`src/rtl/cdb_arbiter.sv`:
```
// Common data bus arbiter: three buffered result sources share one registered CDB
// through a round-robin grant (alu, lsb, brn).
module cdb_arbiter #(
  parameter int unsigned ID_WIDTH  = 4,
  parameter int unsigned VAL_WIDTH = 32,
  parameter int unsigned DEPTH     = 2
) (
  input  logic                 clk,
  input  logic                 rst_in,
  input  logic                 rdy_in,
  input  logic                 flush,
  input  logic                 alu_valid,
  input  logic [ID_WIDTH-1:0]  alu_lab,
  input  logic [VAL_WIDTH-1:0] alu_val,
  output logic                 alu_ready,
  input  logic                 lsb_valid,
  input  logic [ID_WIDTH-1:0]  lsb_lab,
  input  logic [VAL_WIDTH-1:0] lsb_val,
  output logic                 lsb_ready,
  input  logic                 brn_valid,
  input  logic [ID_WIDTH-1:0]  brn_lab,
  input  logic [VAL_WIDTH-1:0] brn_val,
  output logic                 brn_ready,
  output logic                 cdb_en,
  output logic [ID_WIDTH-1:0]  cdb_lab,
  output logic [VAL_WIDTH-1:0] cdb_val,
  output logic                 busy
);

  localparam int unsigned PtrW = (DEPTH > 1) ? $clog2(DEPTH) : 1;
  localparam int unsigned CntW = PtrW + 1;
  localparam logic [CntW-1:0] Full = CntW'(DEPTH);

  logic [ID_WIDTH-1:0]  lab_mem [3][DEPTH];
  logic [VAL_WIDTH-1:0] val_mem [3][DEPTH];
  logic [PtrW-1:0]      head    [3];
  logic [PtrW-1:0]      tail    [3];
  logic [CntW-1:0]      count   [3];
  logic [ID_WIDTH-1:0]  in_lab  [3];
  logic [VAL_WIDTH-1:0] in_val  [3];

  logic [2:0]           in_valid, ready, push, pop, nonempty;
  logic [1:0]           rr_ptr, gnt_idx, rr_next;
  logic                 gnt_found;
  logic [2:0]           cand;
  logic [ID_WIDTH-1:0]  gnt_lab;
  logic [VAL_WIDTH-1:0] gnt_val;

  always_comb begin
    in_valid  = {brn_valid, lsb_valid, alu_valid};
    in_lab[0] = alu_lab;
    in_lab[1] = lsb_lab;
    in_lab[2] = brn_lab;
    in_val[0] = alu_val;
    in_val[1] = lsb_val;
    in_val[2] = brn_val;
  end

  // Ready depends only on stored count, so a same-edge pop never frees a slot early.
  always_comb begin
    ready    = '0;
    nonempty = '0;
    push     = '0;
    for (int i = 0; i < 3; i++) begin
      ready[i]    = (count[i] != Full);
      nonempty[i] = (count[i] != '0);
      push[i]     = rdy_in & ~flush & in_valid[i] & ready[i] & (in_lab[i] != '0);
    end
  end

  always_comb begin
    gnt_found = 1'b0;
    gnt_idx   = 2'd0;
    cand      = 3'd0;
    for (int k = 0; k < 3; k++) begin
      cand = {1'b0, rr_ptr} + 3'(k);
      if (cand >= 3'd3) cand = cand - 3'd3;
      if (!gnt_found && nonempty[cand[1:0]]) begin
        gnt_found = 1'b1;
        gnt_idx   = cand[1:0];
      end
    end
    rr_next = (gnt_idx == 2'd2) ? 2'd0 : gnt_idx + 2'd1;
    gnt_lab = lab_mem[gnt_idx][head[gnt_idx]];
    gnt_val = val_mem[gnt_idx][head[gnt_idx]];
    pop     = '0;
    for (int i = 0; i < 3; i++) begin
      pop[i] = rdy_in & ~flush & gnt_found & (gnt_idx == 2'(i));
    end
  end

  always_ff @(posedge clk) begin
    for (int i = 0; i < 3; i++) begin
      if (push[i]) begin
        lab_mem[i][tail[i]] <= in_lab[i];
        val_mem[i][tail[i]] <= in_val[i];
      end
    end
  end

  always_ff @(posedge clk or posedge rst_in) begin
    if (rst_in) begin
      for (int i = 0; i < 3; i++) begin
        head[i]  <= '0;
        tail[i]  <= '0;
        count[i] <= '0;
      end
      rr_ptr  <= 2'd0;
      cdb_en  <= 1'b0;
      cdb_lab <= '0;
      cdb_val <= '0;
    end else if (rdy_in) begin
      if (flush) begin
        for (int i = 0; i < 3; i++) begin
          head[i]  <= '0;
          tail[i]  <= '0;
          count[i] <= '0;
        end
        rr_ptr  <= 2'd0;
        cdb_en  <= 1'b0;
        cdb_lab <= '0;
        cdb_val <= '0;
      end else begin
        for (int i = 0; i < 3; i++) begin
          if (push[i]) tail[i] <= tail[i] + PtrW'(1);
          if (pop[i])  head[i] <= head[i] + PtrW'(1);
          case ({push[i], pop[i]})
            2'b10:   count[i] <= count[i] + CntW'(1);
            2'b01:   count[i] <= count[i] - CntW'(1);
            default: count[i] <= count[i];
          endcase
        end
        if (gnt_found) begin
          cdb_en  <= 1'b1;
          cdb_lab <= gnt_lab;
          cdb_val <= gnt_val;
          rr_ptr  <= rr_next;
        end else begin
          cdb_en <= 1'b0;
        end
      end
    end
  end

  assign alu_ready = ready[0];
  assign lsb_ready = ready[1];
  assign brn_ready = ready[2];
  assign busy      = (|nonempty) | cdb_en;

endmodule

```
`config.mk`:
```
export PLATFORM = sky130hd
export DESIGN_NAME = cdb_arbiter
export DESIGN_NICKNAME = d
export VERILOG_FILES = /design/src/rtl/cdb_arbiter.sv
export SDC_FILE = /design/constraint.sdc
export NUM_CORES = 1
export LEC_CHECK = 0
export BUFFER_PORTS_ARGS = -buffer_cell sky130_fd_sc_hd__buf_4
export CAP_MARGIN = 20
export CORE_MARGIN = 2
export CORE_UTILIZATION = 61
export DETAILED_ROUTE_END_ITERATION = 10
export GPL_TIMING_DRIVEN = 1
export PLACE_DENSITY_LB_ADDON = 0.3
export SETUP_SLACK_MARGIN = 0.5
export SYNTH_ARGS = -nofsm -noshare
export SYNTH_HDL_FRONTEND = slang
export SYNTH_SLANG_ARGS = --single-unit
```
`constraint.sdc`:
```
create_clock -name clk -period 8.8 [get_ports clk]
set_input_delay 2.64 -clock clk [delete_from_list [all_inputs] [get_ports clk]]
set_output_delay 2.64 -clock clk [all_outputs]
set_load 0.01 [all_outputs]
```
== Yosys cells after proc, flatten, opt, wreduce, memory -nomap -nowiden ==
Memories as Yosys holds them, arrays and structs flattened.
Index checks and enable logic that the tools add are counted.

* Add/sub/neg operators: 18
* $lt $le $gt $ge: 14
* Eq/ne operators: 11
* Muxes and demuxes: 66
* Bitwise gates (word level): 21
* Reduce and logical (&&, ||, !) cells: 35

{| class="wikitable"
|+ Operator list
! kind !! count
|-
| 2-to-1 mux 32 bit || 8
|-
| 2-to-1 mux 64 bit || 3
|-
| demux 32 bit (select 1 bit) || 3
|-
| 2-to-1 mux 4 bit || 8
|-
| 2-to-1 mux 8 bit || 3
|-
| AND reduction 2 bit || 10
|-
| nonzero test 2 bit || 10
|-
| 2-to-1 mux 1 bit || 19
|-
| 2-to-1 mux 2 bit || 9
|-
| bitwise AND 1 bit || 14
|-
| demux 4 bit (select 1 bit) || 3
|-
| one-hot mux 2 bit (2 select lines) || 3
|-
| nonzero test 4 bit || 3
|-
| greater-or-equal comparator 2 bit (second input constant) || 5
|-
| < comparator 2 x 3 -> 1 bit (second input constant) || 3
|-
| nonzero test 3 bit || 3
|-
| adder 2 x 1 -> 2 bit (second input constant) || 4
|-
| binary-select mux 1 bit (select 2 bit) || 4
|-
| equality test 2 x 1 -> 1 bit (second input constant) || 4
|-
| equality test 2 bit (second input constant) || 4
|-
| inverter 1 -> 2 bit || 4
|-
| adder 1 bit (second input constant) || 6
|-
| greater-or-equal comparator 3 x 2 -> 1 bit (second input constant) || 2
|-
| < comparator 2 x 1 -> 1 bit (second input constant) || 3
|-
| 15 further kinds || 27
|}

* Register bits after elaboration: 51
* Memory bits (writable): 216
* Bits of input ports: 115
* Output and inout port bits: 41
* Word-level logic and storage cells: 180
* Memories: 2

{| class="wikitable"
|+ Memories
! name !! depth !! width !! read ports !! clocked after memory_dff !! wr ports !! RTL line !! text
|-
| val_mem || 3 || 64 || 1 || 0 || 3 || 35 || <nowiki>logic [VAL_WIDTH-1:0] val_mem [3][DEPTH];</nowiki>
|-
| lab_mem || 3 || 8 || 1 || 0 || 3 || 34 || <nowiki>logic [ID_WIDTH-1:0] lab_mem [3][DEPTH];</nowiki>
|}

== Longest topological paths before layout ==
* Word-level depth: 21
* Mapped depth: 13
* Mapped depth without buffers: 9

== Worst setup path before layout ==
No wires, ideal clock.

* Path kind: input port to flip-flop
* Start: input port rdy_in
* End: memory lab_mem[1][0] in the netlist's numbering, enable pin
* Setup time: 0.429 ns
* Arrival time: 4.744 ns
* Required time: 8.371 ns
* Slack: 3.627 ns
* Stages on the path: 3
* Buffers on the path: 0
* Path through: nor2b_1 -> nand4_1 -> nor2_1

{| class="wikitable"
|+ RTL lines
! item !! RTL line !! text
|-
| from (decl) || 10 || <nowiki>input logic rdy_in,</nowiki>
|-
| to (decl) || 34 ||
|}

== Final worst setup path ==
* Start: register count[2] in the netlist's numbering
* End: output port busy

* Longest elaborated chain between the ends: 3

{| class="wikitable"
|+ RTL lines
! item !! RTL line !! text
|-
| from (decl) || 38 || <nowiki>logic [CntW-1:0] count [3];</nowiki>
|-
| from (signal, indexed assignment) || 128 || <nowiki>2'b10: count[i] <= count[i] + CntW'(1);</nowiki>
|-
| from (signal, indexed assignment) || 129 || <nowiki>2'b01: count[i] <= count[i] - CntW'(1);</nowiki>
|-
| from (signal, indexed assignment) || 130 || <nowiki>default: count[i] <= count[i];</nowiki>
|-
| nonzero test 2 bit || 66 || <nowiki>nonempty[i] = (count[i] != '0);</nowiki>
|-
| OR reduction 3 bit || 148 || <nowiki>assign busy = (|nonempty) | cdb_en;</nowiki>
|-
| OR 1 bit || 148 ||
|-
| to (decl) || 27 || <nowiki>output logic busy</nowiki>
|}

No other way between the ends.

==> impl_metrics.toml <==
[global_route]
grt_max_degree = 78
grt_pass1_vias = 7185
grtUsageTotal = 0.282
grt_pass1_wl_microns = 38900
grt_overflow_total = 0
antenna_found_initial = 0

[final_layout]
drive_gt1_frac = 0.262
final_cell_mix = "edfxtp_1, buf_4, nand2_1"
final_common_cell = "edfxtp_1"
n_antenna_cell = 0
stdcell_area_sq_um = 13000
area_growth_pct = 22.7
nets = 979

[power_and_ir_drop]
p_int_uw = 2800
combPwrFrac = 0.315
switchingPower_uw = 1380
ir_drop_mv = 0.376
switching_share = 0.331
clkPwrFrac = 0.294
p_leak_uw = 0.00516
p_seq_frac = 0.392
p_per_area_nw_per_um2 = 323

[clock_tree]
cts-root-buf = "clkbuf_16"
cts_tree = "built"
post_cts_buffers = 0
numCtsBuffers = 26
cts_resized = 0
clock_sinks = 267
postCtsHoldBufs = 0
insertion_delay_ps = 530
clk_path_buf_depth = 3
cts_max_level = 1
path_clk_slew_ps = 60

[sta]
slew_violations = 0
fin_crit_sh = 0.516
postLayoutSetupSlackWorst_ps = 4260
fin_crit_ps = 4540
rsz0062_at_grt = "no"
final-hold-violation-count = 0
finalSetupViolCount = 0
relSlewSlack = 0.301
final.setup_skew_ps = 18.5
worst_pin_slew_ps = 1050
tns_ps = 0
max_freq_ghz = 0.220

[synthesis]
synth_area_per_cell_sq_um = 14.9
synth_edf_count = 216
yosysWarnings = 0
synth_nets = 828
synthCells = 710
synth-main-ff-cell = "edfxtp_1"
synth-seq-cells = 267
synth.distinct_cells = 52
yosysSeqAreaShare = 0.735
async_flop_share = 0.191
syn-cell-area_sq_um = 10600

[die]
die_x_microns = 136
io_pins = 156
initial_core_util = 0.617
core_sq_um = 17100
rows = 48
die_area_sq_um = 18400
fp.dieH_microns = 136

[placed_design]
post_dp_cell_area_sq_um = 12000
dpl_worst_slack_ps = 3700
post-dp-hpwl_microns = 14700
portBuffers = 155
place_congestion = 0.842

[routing]
vias = 6834
route.detailed.drc = 0
drtAntennaViolNets = 0
routedWlPerCell_microns = 23.2
drt_wl_total_microns = 25700
vias_per_cell = 6.18
first_pass_iters = 5
initialDrtViolationCount = 547

[critical_path]
startpoint_type = "flip-flop"
end_kind = "primary output"
required_ps = 6160
critPathKind = "reg -> out"
path_max_fanout = 10
worstPathArrival_ps = 1900

[run_status]
status = "complete, no violations"

[run]
cap_viol_max_count = 0

[worst_hold_path]
min_path_type = "reg -> reg"
cell usage after synthesis, types with 2 or more instances:
master    count  area share
edfxtp_1    216        0.61
nand2_1      76       0.027
nor2_1       53       0.019
dfrtp_1      51        0.12
inv_1        46       0.016
mux2i_1      39       0.037
a211o_1      37       0.031
a311oi_1     36       0.030
o32ai_1      36       0.030
clkbuf_1     29       0.010
buf_2         8      0.0038
o21ai_0       7      0.0033
buf_6         6      0.0064
xnor2_1       6      0.0050
nand2b_1      5      0.0030
nand3_1       5      0.0024
nand4_1       4      0.0024
xor2_1        4      0.0033
a21oi_1       3      0.0014
ha_1          3      0.0036
or4_1         3      0.0021
and2_1        2      0.0012
maj3_2        2      0.0021
nor2b_1       2      0.0012
nor3b_1       2      0.0014
o21a_1        2      0.0014
o22ai_1       2      0.0012
power by group through the flow:
stage / registers, uW / clock network [uW] / logic (uW)
finish: 1640 / 1230 / 1320
global route: 1650 / 1290 / 1420
CTS: 1630 / 1240 / 1310
detailed placement: 1660 / 0 / 1300
global placement: 1650 / 0 / 1240
floorplan: 1620 / 0 / 878
routing by layer:
metal,wire (microns),share of wire,track usage,up-vias
met4,542,0.021,0.0995,0
met1,9560,0.37,0.373,3350
met5,0,0,0,-
met3,2480,0.097,0.0453,51
met2,13100,0.51,0.478,433
li1,-,-,-,3000
cell families (layout without fill, tap and decap cells):
family                   Yosys count  count (layout)  synth area share
AND/OR/NAND/NOR                  164             164            0.0686
XOR/XNOR                          10              10           0.00830
adder cells (fa/ha/maj)            5               5           0.00569
AO/OA/AOI/OAI                    134             134             0.107
flip-flops                       267             267             0.735
multiplexers                      39              39            0.0370
buffers and inverters             91             262            0.0379
metrics by stage:
stage | cells | util | power [uW] | hold slack, ps
6_report | 1106 | 0.757 | 4190 | 499
5_1_grt | 1106 | 0.757 | 4360 | 529
4_1_cts | 1105 | 0.755 | 4180 | 499
3_5_place_dp | 1057 | 0.699 | 2950 | 486
3_3_place_gp | 1057 | 0.699 | 2880 | 477
2_1_floorplan | 710 | - | 2490 | 476
worst paths after layout:
path | from | end | slack (ps) | cells after the start
min | cdb_val[30] | cdb_val[30] | 500 | 1
max in group asynchronous | rst_in | head[0] | 5930 | 3
min in group asynchronous | rst_in | cdb_val[10] | 2320 | 3
max reg2reg | rr_ptr[0] | cdb_val[14] | 4690 | 10
max | count[2] | busy | 4260 | 3
min reg2reg | cdb_val[30] | cdb_val[30] | 500 | 1
state kept, by name (all words and copies together) (netlist names):
name,count
cdb_val,32
head,3
lab_mem,24
cdb_en,1
rr_ptr,2
tail,3
val_mem,192
count,6
cdb_lab,4
cell type report:
cell class              instances  area, sq um
flip-flops and latches        267         7760
fillers                      1056         4170
multi-input cells             352         2490
repair buffers                168         1270
clock buffers                  37          763
well taps                     225          282
clock inverters                11          206
inverters                      46          173
critical path, cell delays in order (launching register included):
cell and delay, ps:
dfrtp_1 540, nor4_1 530, nand3_1 130, buf_4 170
Power figures use the tool's default switching activity.
